<file path="src/rtl/instr_pkg.sv">
// Shared types and instruction-field positions for the instruction control unit.
// Opcode, ALU and write-select encodings match the instruction set and datapath muxes.
package instr_pkg;

   localparam int OP_HI   = 11;
   localparam int OP_LO   = 9;
   localparam int RD_HI   = 8;
   localparam int RD_LO   = 6;
   localparam int RA_HI   = 5;
   localparam int RA_LO   = 3;
   localparam int RB_HI   = 2;
   localparam int RB_LO   = 0;
   localparam int ADDR_HI = 3;
   localparam int ADDR_LO = 0;
   localparam int IMM_HI  = 5;
   localparam int IMM_LO  = 0;

   typedef enum logic [2:0] {
      OP_LOAD  = 3'b000,
      OP_STORE = 3'b001,
      OP_ADD   = 3'b010,
      OP_SUB   = 3'b011,
      OP_LOADI = 3'b100,
      OP_AND   = 3'b101,
      OP_OR    = 3'b110,
      OP_HALT  = 3'b111
   } opcode_t;

   typedef enum logic [1:0] {
      ALU_ADD = 2'd0,
      ALU_SUB = 2'd1,
      ALU_AND = 2'd2,
      ALU_OR  = 2'd3
   } alu_op_t;

   typedef enum logic [1:0] {
      WSEL_ALU = 2'd0,
      WSEL_DM  = 2'd1,
      WSEL_IMM = 2'd2
   } wsel_t;

   typedef enum logic [2:0] {
      CLS_ALU,
      CLS_LOAD,
      CLS_STORE,
      CLS_LOADI,
      CLS_HALT
   } instr_class_t;

   typedef enum logic [2:0] {
      IDLE,
      DECODE,
      EXEC,
      MEM,
      WB,
      HALT
   } state_t;

endpackage

</file>
<file path="src/rtl/instr_field_decode.sv">
// Combinational opcode decoder: instruction class, ALU operation and RF write-data select.
module instr_field_decode
   import instr_pkg::*;
(
   input  opcode_t      op,
   output instr_class_t cls,
   output alu_op_t      alu_op,
   output wsel_t        wsel
);

   // NOTE: every output gets a default before the case so no path can infer a latch.
   always_comb begin
      cls    = CLS_HALT;
      alu_op = ALU_ADD;
      wsel   = WSEL_ALU;
      case (op)
         OP_LOAD:  begin cls = CLS_LOAD;  wsel = WSEL_DM;  end
         OP_STORE: cls = CLS_STORE;
         OP_ADD:   begin cls = CLS_ALU;   alu_op = ALU_ADD; end
         OP_SUB:   begin cls = CLS_ALU;   alu_op = ALU_SUB; end
         OP_LOADI: begin cls = CLS_LOADI; wsel = WSEL_IMM; end
         OP_AND:   begin cls = CLS_ALU;   alu_op = ALU_AND; end
         OP_OR:    begin cls = CLS_ALU;   alu_op = ALU_OR;  end
         OP_HALT:  cls = CLS_HALT;
         default:  cls = CLS_HALT;
      endcase
   end

endmodule

</file>
<file path="src/rtl/instr_ctrl_fsm.sv">
// Multi-cycle control unit: latches one instruction per strobe and sequences RF/ALU/DM control.
// All control outputs are registered from the next state so they line up with the state they belong to.
module instr_ctrl_fsm
   import instr_pkg::*;
#(
   parameter int IW    = 12,
   parameter int RF_AW = 3,
   parameter int DM_AW = 4,
   parameter int CNT_W = 8
) (
   input  logic             clk,
   input  logic             rst_n,
   input  logic             instr_valid,
   input  logic [IW-1:0]    instr,
   output logic             busy,
   output logic             done,
   output logic             halted,
   output logic             overrun,
   output logic [RF_AW-1:0] rf_raddr_a,
   output logic [RF_AW-1:0] rf_raddr_b,
   output logic             rf_we,
   output logic [RF_AW-1:0] rf_waddr,
   output logic [1:0]       rf_wsel,
   output logic [5:0]       imm,
   output logic [1:0]       alu_op,
   output logic [DM_AW-1:0] dm_addr,
   output logic             dm_re,
   output logic             dm_we,
   output logic [CNT_W-1:0] retired
);

   state_t             state_q, state_d;
   logic [IW-1:0]      instr_q, instr_d;
   logic               accept;

   logic               busy_q, busy_d, done_q, done_d;
   logic               halted_q, halted_d, overrun_q, overrun_d;
   logic [RF_AW-1:0]   raddr_a_q, raddr_a_d, raddr_b_q, raddr_b_d;
   logic               rf_we_q, rf_we_d;
   logic [RF_AW-1:0]   waddr_q, waddr_d;
   logic [1:0]         wsel_q, wsel_d;
   logic [5:0]         imm_q, imm_d;
   logic [1:0]         alu_op_q, alu_op_d;
   logic [DM_AW-1:0]   dm_addr_q, dm_addr_d;
   logic               dm_re_q, dm_re_d, dm_we_q, dm_we_d;
   logic [CNT_W-1:0]   retired_q, retired_d;

   opcode_t            f_op;
   logic [RF_AW-1:0]   f_rd, f_ra, f_rb;
   logic [DM_AW-1:0]   f_addr;
   logic [5:0]         f_imm;
   instr_class_t       cls;
   alu_op_t            dec_alu_op;
   wsel_t              dec_wsel;

   // Only IDLE accepts a new instruction; the latch is frozen for the rest of the sequence.
   assign accept  = (state_q == IDLE) && instr_valid;
   assign instr_d = accept ? instr : instr_q;

   assign f_op   = opcode_t'(instr_d[OP_HI:OP_LO]);
   assign f_rd   = instr_d[RD_HI:RD_LO];
   assign f_ra   = instr_d[RA_HI:RA_LO];
   assign f_rb   = instr_d[RB_HI:RB_LO];
   assign f_addr = instr_d[ADDR_HI:ADDR_LO];
   assign f_imm  = instr_d[IMM_HI:IMM_LO];

   instr_field_decode u_decode (
      .op     (f_op),
      .cls    (cls),
      .alu_op (dec_alu_op),
      .wsel   (dec_wsel)
   );

   always_comb begin
      state_d = state_q;
      unique case (state_q)
         IDLE:   if (accept) state_d = DECODE;
         DECODE: begin
            case (cls)
               CLS_ALU:             state_d = EXEC;
               CLS_LOAD, CLS_STORE: state_d = MEM;
               CLS_LOADI:           state_d = WB;
               default:             state_d = HALT;
            endcase
         end
         EXEC:   state_d = WB;
         MEM:    state_d = (cls == CLS_STORE) ? IDLE : WB;
         WB:     state_d = IDLE;
         HALT:   state_d = HALT;
         default: state_d = IDLE;
      endcase
   end

   always_comb begin
      busy_d    = (state_d != IDLE);
      halted_d  = (state_d == HALT);
      done_d    = 1'b0;
      overrun_d = overrun_q | (instr_valid && (state_q != IDLE));
      raddr_a_d = '0;
      raddr_b_d = '0;
      rf_we_d   = 1'b0;
      waddr_d   = '0;
      wsel_d    = '0;
      imm_d     = '0;
      alu_op_d  = '0;
      dm_addr_d = '0;
      dm_re_d   = 1'b0;
      dm_we_d   = 1'b0;
      retired_d = retired_q + CNT_W'(done_q);
      case (state_d)
         DECODE: begin
            // STORE data comes out of port A, so port A carries rs rather than ra.
            raddr_a_d = (cls == CLS_STORE) ? f_rd : f_ra;
            raddr_b_d = f_rb;
         end
         EXEC: begin
            raddr_a_d = f_ra;
            raddr_b_d = f_rb;
            alu_op_d  = dec_alu_op;
         end
         MEM: begin
            dm_addr_d = f_addr;
            if (cls == CLS_STORE) begin
               dm_we_d   = 1'b1;
               raddr_a_d = f_rd;
               done_d    = 1'b1;
            end else begin
               dm_re_d   = 1'b1;
            end
         end
         WB: begin
            rf_we_d = 1'b1;
            waddr_d = f_rd;
            wsel_d  = dec_wsel;
            done_d  = 1'b1;
            if (cls == CLS_LOADI) imm_d = f_imm;
         end
         HALT:    done_d = (state_q != HALT);
         default: ;
      endcase
   end

   // NOTE: reset clears every flop, including the instruction latch, so an abort never leaves a write enable behind.
   // NOTE: state registers use non-blocking assignments so all flops update from the same pre-edge values.
   always_ff @(posedge clk or negedge rst_n) begin
      if (!rst_n) begin
         state_q   <= IDLE;
         instr_q   <= '0;
         busy_q    <= 1'b0;
         done_q    <= 1'b0;
         halted_q  <= 1'b0;
         overrun_q <= 1'b0;
         raddr_a_q <= '0;
         raddr_b_q <= '0;
         rf_we_q   <= 1'b0;
         waddr_q   <= '0;
         wsel_q    <= '0;
         imm_q     <= '0;
         alu_op_q  <= '0;
         dm_addr_q <= '0;
         dm_re_q   <= 1'b0;
         dm_we_q   <= 1'b0;
         retired_q <= '0;
      end else begin
         state_q   <= state_d;
         instr_q   <= instr_d;
         busy_q    <= busy_d;
         done_q    <= done_d;
         halted_q  <= halted_d;
         overrun_q <= overrun_d;
         raddr_a_q <= raddr_a_d;
         raddr_b_q <= raddr_b_d;
         rf_we_q   <= rf_we_d;
         waddr_q   <= waddr_d;
         wsel_q    <= wsel_d;
         imm_q     <= imm_d;
         alu_op_q  <= alu_op_d;
         dm_addr_q <= dm_addr_d;
         dm_re_q   <= dm_re_d;
         dm_we_q   <= dm_we_d;
         retired_q <= retired_d;
      end
   end

   assign busy       = busy_q;
   assign done       = done_q;
   assign halted     = halted_q;
   assign overrun    = overrun_q;
   assign rf_raddr_a = raddr_a_q;
   assign rf_raddr_b = raddr_b_q;
   assign rf_we      = rf_we_q;
   assign rf_waddr   = waddr_q;
   assign rf_wsel    = wsel_q;
   assign imm        = imm_q;
   assign alu_op     = alu_op_q;
   assign dm_addr    = dm_addr_q;
   assign dm_re      = dm_re_q;
   assign dm_we      = dm_we_q;
   assign retired    = retired_q;

endmodule

</file>
<file path="config.mk">
export PLATFORM = sky130hd
export DESIGN_NAME = instr_ctrl_fsm
export DESIGN_NICKNAME = d
export VERILOG_FILES = /design/src/rtl/instr_pkg.sv /design/src/rtl/instr_field_decode.sv /design/src/rtl/instr_ctrl_fsm.sv
export SDC_FILE = /design/constraint.sdc
export NUM_CORES = 1
export LEC_CHECK = 0
export ABC_AREA = 1
export CAP_MARGIN = 30
export CELL_PAD_IN_SITES_DETAIL_PLACEMENT = 2
export CELL_PAD_IN_SITES_GLOBAL_PLACEMENT = 2
export CORE_UTILIZATION = 32
export DETAILED_ROUTE_END_ITERATION = 16
export PLACE_DENSITY = 0.91
export RECOVER_POWER = 50
export SETUP_SLACK_MARGIN = 0.15
export SYNTH_ARGS = -nofsm -noshare
export SYNTH_HDL_FRONTEND = slang
export SYNTH_HIERARCHICAL = 1
export SYNTH_SLANG_ARGS = --single-unit
</file>
<file path="constraint.sdc">
create_clock -name clk -period 6.75 [get_ports clk]
set_input_delay 1.35 -clock clk [delete_from_list [all_inputs] [get_ports clk]]
set_output_delay 1.35 -clock clk [all_outputs]
set_load 0.01 [all_outputs]
</file>
==> flow_summary.json, run 1 <==
{
  "outcome": "complete, but fails checks",
  "violations": "capacitance limit, slew limit",
  "synth_top_area_cell": "dfrtp_1",
  "holdPathEnd": "retired[7]$_DFF_PN0_",
  "fin_nets": 318,
  "regToRegSetupSlack_ns": 2.78,
  "grt_pass1_wl_um": 11300,
  "detail-route-antenna-nets": 0,
  "slowest_stage": "nand3_1",
  "num_vias": 1816,
  "tns_ns": 0,
  "worstRegToRegCells": 16,
  "grt_usage": 0.204,
  "row_count": 30,
  "synth_commonest_cells": "dfrtp_1, nand2_1, inv_1",
  "yosysUniqueCellTypes": 21,
  "worstHoldStart": "retired[7]$_DFF_PN0_",
  "cts_setup_buffers": 0,
  "maxCapViolCount": 1,
  "synth.cell_area_um2": 2320,
  "relSlewSlack": -0.903,
  "timing.rr.end": "rf_raddr_a[0]$_DFF_PN0_",
  "grt_overflow": 0,
  "cts_root_buffer": "clkbuf_8",
  "setup.worst_path.class": "primary input to flip-flop",
  "grt_pass1_vias": 2126,
  "synth_cells": 244,
  "synth-edff-count": 0,
  "max_stage_delay_ns": 0.81,
  "clock_sinks": 53,
  "worstMarginPinSlew_ns": 2.85,
  "seqPwrFrac": 0.346,
  "yosysTopAreaCellShare": 0.573,
  "cp.required_ns": 6.93,
  "cp_max_fo": 22,
  "clk_latency_ns": 0.31,
  "cp-start-kind": "primary input",
  "worstPathArrival_ns": 5.21,
  "cts-resized-gates": 0,
  "timing.fmax_mhz": 199,
  "h-tree-depth": 2,
  "io-pin-count": 53,
  "p_per_area_nw_per_um2": 455,
  "path_cells": "dlygate4sd3_1 -> nand3_1 -> inv_1 -> nand2_1 -> nand2_1 -> inv_1 -> nand2_2 -> nand2_2 -> nor2_1 -> nand2_1 -> nor2_2 -> inv_1 -> nand3_1 -> nand2_1 -> nand2_1 -> nand3_1",
  "cpMostUsedCell": "nand2_1",
  "syn-num-nets": 261,
  "comb_power_share": 0.515,
  "dr.pass1.iters": 4,
  "vias_per_cell": 4.56,
  "power.share.clock": 0.139,
  "cts_hold_buf": 0,
  "setup_viol": 0,
  "io_buffers": 52,
  "dp_hpwl_um": 5300,
  "die_x_um": 87.1,
  "whs_path_depth": 1,
  "path_clk_slew_ns": 0.10,
  "diodes": 0,
  "fin_crit_ns": 5.03,
  "antenna_found_initial": 0,
  "avgRoutedWirePerCell_um": 17.6,
  "cts_tree": "done",
  "r2r-start": "state_q[2]$_DFF_PN0_",
  "grt_max_degree": 54,
  "synth.yosys.seq_area_share": 0.573,
  "core_area_um2": 6910,
  "rsz0062_at_grt": "no",
  "netlist_top_cells_area": "dfrtp_1, nand2_1, inv_1",
  "maxSlewViolCount": 54,
  "yosys_warnings": 6,
  "area_delta_synth_final_pct": 29.6,
  "finalCritPeriodShare": 0.745,
  "crit_buf_inv": 4,
  "critical-path-top-delay-family": "simple AND/OR/NAND/NOR gates",
  "synth.most_common_cell": "dfrtp_1",
  "drive_above_1_share": 0.162,
  "end_kind": "flip-flop",
  "numCtsBuffers": 5,
  "power_w": 0.00137,
  "postSynth.asyncResetShare": 1.00,
  "ys.flop_type": "dfrtp_1",
  "gp_congestion": 0.819,
  "vdd_drop_max_uv": 116,
  "finalHoldViolCount": 0,
  "hold_path.class": "flip-flop to flip-flop",
  "skew_ns": 0.00577,
  "postSynthAreaPerCell_um2": 9.49,
  "sw_frac_of_total": 0.456,
  "wl_um": 7000,
  "clockBufferDepth": 2,
  "ys_seq_elements": 53,
  "leakagePower_nw": 1.49,
  "die_area_um2": 7580,
  "drc": 0,
  "drt-initial-drc-count": 44,
  "intPower_w": 0.000743,
  "die_y_um": 87.1,
  "start_util": 0.335,
  "net-switching-power_w": 0.000622
}
[cell type report]
type | instances | area [um2]
flip-flops and latches | 53 | 1330
clock buffers | 6 | 82.6
inverters | 41 | 154
repair buffers | 53 | 519
well taps | 96 | 120
multi-input cells | 147 | 786
clock inverters | 2 | 13.8
fillers | 772 | 3910
[metal layers]
metal,GRT usage,part of all wire
met1,0.223,0.39
met2,0.395,0.56
met3,0.0294,0.026
met4,0.0727,0.024
met5,0,0
[power groups by stage]
stage	clock network, W	registers (W)	logic [W]
after CTS	0.000194	0.000476	0.000721
after detailed placement	0	0.000482	0.000705
after global routing	0.000204	0.000484	0.000769
final	0.000190	0.000472	0.000703
after global placement	0	0.000469	0.000642
after floorplan	0	0.000495	0.000411
[flip-flops by register name, indices dropped and copies added, names as in the netlist, 2 cells and up]
signal / flops
rf_waddr: 3
state_q: 3
retired: 8
dm_addr: 4
rf_wsel: 2
rf_raddr_b: 3
imm: 6
rf_raddr_a: 3
alu_op: 2
instr_q: 12
[cell usage in the layout, fill, tap and decap left out, types with 3 or more instances in the layout]
cell type / instances
nand3_1: 23
nor2_1: 28
nand2_2: 11
dfrtp_1: 53
nand2_1: 45
xor2_1: 3
dlygate4sd3_1: 7
clkdlybuf4s50_1: 44
xnor2_1: 3
nor2_2: 9
nand4_1: 8
clkbuf_8: 6
o21ai_2: 4
inv_2: 10
inv_1: 31
[worst max path at each step]
stage,startpoint,end,slack (ns),cells after the start
finish,instr_valid,rf_raddr_a[0]$_DFF_PN0_,1.72,16
global route,instr_valid,rf_raddr_a[0]$_DFF_PN0_,1.36,16
CTS,instr_valid,rf_raddr_a[0]$_DFF_PN0_,2.43,16
detailed placement,instr_valid,rf_raddr_a[0]$_DFF_PN0_,2.11,16
global placement,instr_valid,rf_raddr_a[0]$_DFF_PN0_,2.52,16
floorplan,instr_valid,imm[0]$_DFF_PN0_,3.80,16
[kinds of logic (layout without fill, tap and decap cells)]
| logic type | count (synthesis) | after routing | synth area share |
|---|---|---|---|
| and+or+nand+nor | 132 | 132 | 0.288 |
| adders and majority gates | 2 | 2 | 0.0108 |
| xor gates and xnor gates | 6 | 6 | 0.0227 |
| DFF | 53 | 53 | 0.573 |
| AOI/OAI and AO/OA | 7 | 7 | 0.0243 |
| buffers and inverters | 44 | 102 | 0.0810 |
[metrics by stage]
step,utilization,hold slack [ns],worst slack [ns],instance area [um2],instances
after detailed placement,0.424,0.497,2.11,2930,390
after CTS,0.438,0.511,2.43,3020,398
final,0.435,0.501,1.72,3000,398
after global routing,0.435,0.523,1.36,3000,398
after global placement,0.424,0.452,2.52,2930,390
after floorplan,-,0.476,3.80,2320,244
Note: power is estimated with default switching activity, not from simulation.
==> inputs of run 2 (changes only) <==
--- a/config.mk
+++ b/config.mk
@@ -9,9 +9,9 @@
 export CAP_MARGIN = 30
 export CELL_PAD_IN_SITES_DETAIL_PLACEMENT = 2
 export CELL_PAD_IN_SITES_GLOBAL_PLACEMENT = 2
-export CORE_UTILIZATION = 32
+export CORE_UTILIZATION = 27
 export DETAILED_ROUTE_END_ITERATION = 16
-export PLACE_DENSITY = 0.91
+export PLACE_DENSITY = 0.83
 export RECOVER_POWER = 50
 export SETUP_SLACK_MARGIN = 0.15
 export SYNTH_ARGS = -nofsm -noshare
==> constraint.sdc (replaced) <==
create_clock -name clk -period 4.15 [get_ports clk]
set_input_delay 0.83 -clock clk [delete_from_list [all_inputs] [get_ports clk]]
set_output_delay 0.83 -clock clk [all_outputs]
set_load 0.01 [all_outputs]
==> flow_summary.json, run 2 (synthesized netlist as in run 1, its figures left out) <==
{
  "regToRegSetupSlack_ns": 1.23,
  "rsz0062_at_grt": "no",
  "leakagePower_nw": 1.50,
  "worstPathArrival_ns": 3.70,
  "grt_overflow": 0,
  "grt_pass1_vias": 2092,
  "max_stage_delay_ns": 0.72,
  "drc": 0,
  "start_util": 0.280,
  "violations": "capacitance limit, slew limit",
  "avgRoutedWirePerCell_um": 15.8,
  "outcome": "complete, but fails checks",
  "dr.pass1.iters": 4,
  "diodes": 0,
  "io-pin-count": 53,
  "h-tree-depth": 2,
  "cpMostUsedCell": "nand2_2",
  "skew_ns": 0.00747,
  "cts-resized-gates": 0,
  "grt_pass1_wl_um": 10600,
  "timing.rr.end": "imm[0]$_DFF_PN0_",
  "path_cells": "dlygate4sd3_1 -> nand3_4 -> inv_1 -> nand2_1 -> nand2_1 -> inv_2 -> nand2_2 -> nand2_2 -> nor2_1 -> inv_1 -> nand2_1 -> nand3_1 -> nand2_2 -> nand2_2 -> nand2_4 -> nand3_4 -> nor2_1",
  "cts_setup_buffers": 0,
  "gp_congestion": 0.804,
  "cts_root_buffer": "clkbuf_8",
  "p_per_area_nw_per_um2": 745,
  "largest_reg_flops": 12,
  "drive_above_1_share": 0.162,
  "crit_start": "instr_valid",
  "fin_nets": 319,
  "area_delta_synth_final_pct": 32.4,
  "vdd_drop_max_uv": 181,
  "maxCapViolCount": 1,
  "row_count": 33,
  "layout.cells.most_common_list": "dfrtp_1, nand2_1, clkdlybuf4s50_1",
  "cts_tree": "done",
  "path_clk_slew_ns": 0.10,
  "multi_input_area_um2": 795,
  "timing.fmax_mhz": 288,
  "num-fill-cells": 923,
  "detail-route-antenna-nets": 0,
  "setup.worst_path.class": "primary input to flip-flop",
  "end_kind": "flip-flop",
  "die_y_um": 94.6,
  "grt_max_degree": 30,
  "cp_max_fo": 13,
  "clk_latency_ns": 0.31,
  "grt_usage": 0.160,
  "largest-register": "instr_q",
  "clock_sinks": 53,
  "vias_per_cell": 4.43,
  "clockBufferDepth": 2,
  "antenna_found_initial": 0,
  "tns_ns": 0,
  "hold_path.class": "flip-flop to flip-flop",
  "finalHoldViolCount": 0,
  "io_buffers": 52,
  "core_area_um2": 8260,
  "worstMarginPinSlew_ns": 1.60,
  "placed_cell_area_um2": 2940,
  "setup_viol": 0,
  "worstHoldStart": "overrun$_DFF_PN0_",
  "setup.worst_path.end": "imm[0]$_DFF_PN0_",
  "r2r-start": "state_q[2]$_DFF_PN0_",
  "seq_area_um2": 1330,
  "slowest_stage": "dlygate4sd3_1",
  "drt-initial-drc-count": 47,
  "cp.required_ns": 4.38,
  "die_area_um2": 8950,
  "maxSlewViolCount": 30,
  "worstRegToRegCells": 17,
  "layout_commonest_cell": "dfrtp_1",
  "cts_hold_buf": 0,
  "relSlewSlack": -0.0674,
  "numCtsBuffers": 5,
  "cp-start-kind": "primary input",
  "wl_um": 6440,
  "die_x_um": 94.6,
  "design_area_um2": 3070,
  "finalCritPeriodShare": 0.837,
  "fin_crit_ns": 3.47,
  "dp_hpwl_um": 4920,
  "num_vias": 1808
}
==> run 2: changes by cell type in the layout (fill, tap and decap cells not counted), sizes merged <==
cell / previous run / this run
bufinv: 0 / 2
clkinv: 2 / 1
==> run 2: layer usage <==
metal / vias up / global-route usage / part of all wire
li1: 865 / - / -
met1: 899 / 0.178 / 0.41
met2: 37 / 0.308 / 0.55
met3: 7 / 0.0242 / 0.025
met4: 0 / 0.0455 / 0.016
met5: - / 0 / 0
==> run 2: how the worst min path moves through the flow <==
stage | to | slack [ns] | depth (start not counted)
after global routing | retired[7]$_DFF_PN0_ | 0.50 | 1
final | overrun$_DFF_PN0_ | 0.47 | 1
after global placement | overrun$_DFF_PN0_ | 0.45 | 1
after floorplan | instr_q[4]$_DFF_PN0_ | 0.48 | 2
after detailed placement | overrun$_DFF_PN0_ | 0.45 | 1
after CTS | overrun$_DFF_PN0_ | 0.48 | 1
==> run 2: power by group <==
part / switching [W] / internal (W)
clock: 0.000173 / 0.000240
combinational: 0.000704 / 0.000397
sequential: 0.0000896 / 0.000679
total: 0.000966 / 0.00132
==> run 2: worst max-delay path, delay by kind of cell <==
family,cells,cell delay [ns]
buffers and inverters,4,1.10
AND/OR/NAND/NOR,13,1.76
==> run 2: area by class of cell <==
cell class                      count  share of cell area
Clock buffer                        5              0.0224
Inverter                           41              0.0502
Sequential cell                    53               0.433
Multi-Input combinational cell    147               0.259
Tap cell                          105              0.0429
Timing Repair Buffer               54               0.171
Clock inverter                      3              0.0212
==> run 2: stage by stage <==
stage	std cells	worst slack [ns]	util	total power (W)	hold WS [ns]
6_report	408	0.675	0.371	0.00228	0.472
5_1_grt	408	0.380	0.371	0.00246	0.504
4_1_cts	408	0.663	0.373	0.00234	0.476
3_5_place_dp	400	0.377	0.357	0.00190	0.453
3_3_place_gp	400	0.674	0.357	0.00183	0.447
2_1_floorplan	244	1.72	-	0.00147	0.476
==> inputs of run 3 (changes only) <==
--- a/config.mk
+++ b/config.mk
@@ -9,9 +9,9 @@
 export CAP_MARGIN = 30
 export CELL_PAD_IN_SITES_DETAIL_PLACEMENT = 2
 export CELL_PAD_IN_SITES_GLOBAL_PLACEMENT = 2
-export CORE_UTILIZATION = 27
+export CORE_UTILIZATION = 30
 export DETAILED_ROUTE_END_ITERATION = 16
-export PLACE_DENSITY = 0.83
+export PLACE_DENSITY = 0.87
 export RECOVER_POWER = 50
 export SETUP_SLACK_MARGIN = 0.15
 export SYNTH_ARGS = -nofsm -noshare
==> constraint.sdc (replaced) <==
create_clock -name clk -period 3.2 [get_ports clk]
set_input_delay 0.64 -clock clk [delete_from_list [all_inputs] [get_ports clk]]
set_output_delay 0.64 -clock clk [all_outputs]
set_load 0.01 [all_outputs]
==> flow_summary.json, run 3 (synthesized netlist as in run 1, its figures left out) <==
{
  "outcome": "complete, no violations",
  "largest_reg_flops": 12,
  "core_area_um2": 7370,
  "wl_um": 6530,
  "clockBufferDepth": 2,
  "cp-start-kind": "primary input",
  "instances_no_fill": 407,
  "design_area_um2": 3040,
  "tns_ns": 0,
  "setup_ws_ns": 0.387,
  "gp_congestion": 0.780,
  "fin_nets": 324,
  "drc": 0,
  "cp.required_ns": 3.43,
  "worstRegToRegCells": 15,
  "layout.cells.most_common_list": "dfrtp_1, clkdlybuf4s50_1, nand2_1",
  "cpMostUsedCell": "nand2_1",
  "dp.cells": 399,
  "placed_cell_area_um2": 2970,
  "relSlewSlack": 0.233,
  "end_kind": "flip-flop",
  "vdd_drop_max_uv": 249,
  "cts_setup_buffers": 0,
  "layout_commonest_cell": "dfrtp_1",
  "clk_latency_ns": 0.31,
  "setup.worst_path.end": "imm[2]$_DFF_PN0_",
  "setup.worst_path.class": "primary input to flip-flop",
  "max_stage_delay_ns": 0.56,
  "multi_input_area_um2": 787,
  "worstMarginPinSlew_ns": 1.15,
  "drive_above_1_share": 0.159,
  "fin_crit_ns": 2.81,
  "vias_per_cell": 4.56,
  "avgRoutedWirePerCell_um": 16.0,
  "grt_pass1_wl_um": 11300,
  "grt_pass1_vias": 2162,
  "cts_root_buffer": "clkbuf_8",
  "largest-register": "instr_q",
  "cts_tree": "done",
  "power_w": 0.00285,
  "finalHoldViolCount": 0,
  "die_x_um": 89.9,
  "regToRegSetupSlack_ns": 0.56,
  "dr.pass1.iters": 4,
  "drt-initial-drc-count": 47,
  "slowest_stage": "clkdlybuf4s50_1",
  "grt_usage": 0.179,
  "antenna_found_initial": 0,
  "detail-route-antenna-nets": 0,
  "diodes": 0,
  "setup_viol": 0,
  "rsz0062_at_grt": "no",
  "row_count": 31,
  "path_cells": "clkdlybuf4s50_1 -> nand3_4 -> inv_1 -> buf_4 -> nand2_1 -> nand2_1 -> nand2_1 -> nor2_1 -> buf_4 -> nor2_2 -> nand2_1 -> nand2_1 -> nand2_2 -> nand3_4 -> nor2_1",
  "numCtsBuffers": 5,
  "p_per_area_nw_per_um2": 938,
  "leakagePower_nw": 1.48,
  "r2r-start": "state_q[2]$_DFF_PN0_",
  "timing.fmax_mhz": 355,
  "io_buffers": 52,
  "seq_area_um2": 1330,
  "area_delta_synth_final_pct": 31.2,
  "timing.rr.end": "imm[2]$_DFF_PN0_",
  "path_clk_slew_ns": 0.09,
  "maxSlewViolCount": 0,
  "cp_max_fo": 13,
  "io-pin-count": 53,
  "num-fill-cells": 815,
  "h-tree-depth": 2,
  "num_vias": 1855,
  "skew_ns": 0.00305,
  "dp_hpwl_um": 5200,
  "hold_path.class": "primary input to asynchronous set/reset pin",
  "die_area_um2": 8070,
  "maxCapViolCount": 0,
  "start_util": 0.314,
  "finalCritPeriodShare": 0.879,
  "clock_sinks": 53,
  "grt_max_degree": 21,
  "die_y_um": 89.9,
  "worstPathArrival_ns": 3.04,
  "dpl_worst_slack_ns": -0.0197,
  "grt_overflow": 0,
  "crit_start": "instr_valid"
}
run 3: timing repair:
action / in CTS / in global routing
endpoints found under the setup margin: 0 / 10
hold buffers: 0 / 0
gates resized for setup: 0 / 1
run 3: how the worst min path moves through the flow:
stage / cells past startpoint / end / slack (ns) / from
after CTS: 1 / imm[1]$_DFF_PN0_ / 0.23 / rst_n
after global placement: 1 / overrun$_DFF_PN0_ / 0.45 / overrun$_DFF_PN0_
after floorplan: 0 / alu_op[0]$_DFF_PN0_ / 0.34 / rst_n
after global routing: 1 / imm[1]$_DFF_PN0_ / 0.45 / rst_n
final: 1 / imm[1]$_DFF_PN0_ / 0.39 / rst_n
after detailed placement: 1 / overrun$_DFF_PN0_ / 0.44 / overrun$_DFF_PN0_
run 3: power breakdown:
group / switching (W) / internal [W] / total (W)
Clock: 0.000217 / 0.000176 / 0.000393
Combinational: 0.000932 / 0.000534 / 0.00147
Sequential: 0.000113 / 0.000880 / 0.000993
run 3: area by class of cell:
cell class	count	share of cell area
clock buffers	6	0.0272
clock inverters	2	0.00453
inverters	41	0.0506
multi-input cells	147	0.259
flip-flops and latches	53	0.436
well taps	99	0.0408
repair buffers	59	0.182
run 3: critical path: cells and delay by family:
family | cells | cell delay, ns
buffers and inverters | 4 | 1.00
AND/OR/NAND/NOR | 11 | 1.39
run 3: routing by layer:
metal,part of all wire,up-vias,global-route usage,wire length [um]
met2,0.56,33,0.350,3650
met4,0.0080,0,0.0323,52
met1,0.40,941,0.202,2640
li1,-,874,-,-
met3,0.028,7,0.0321,184
met5,0,-,0,0
run 3: stage by stage:
| step | hold WS, ns | utilization |
|---|---|---|
| after floorplan | 0.344 | - |
| after global placement | 0.447 | 0.404 |
| after detailed placement | 0.443 | 0.404 |
| after CTS | 0.227 | 0.417 |
| after global routing | 0.447 | 0.412 |
| final | 0.392 | 0.412 |
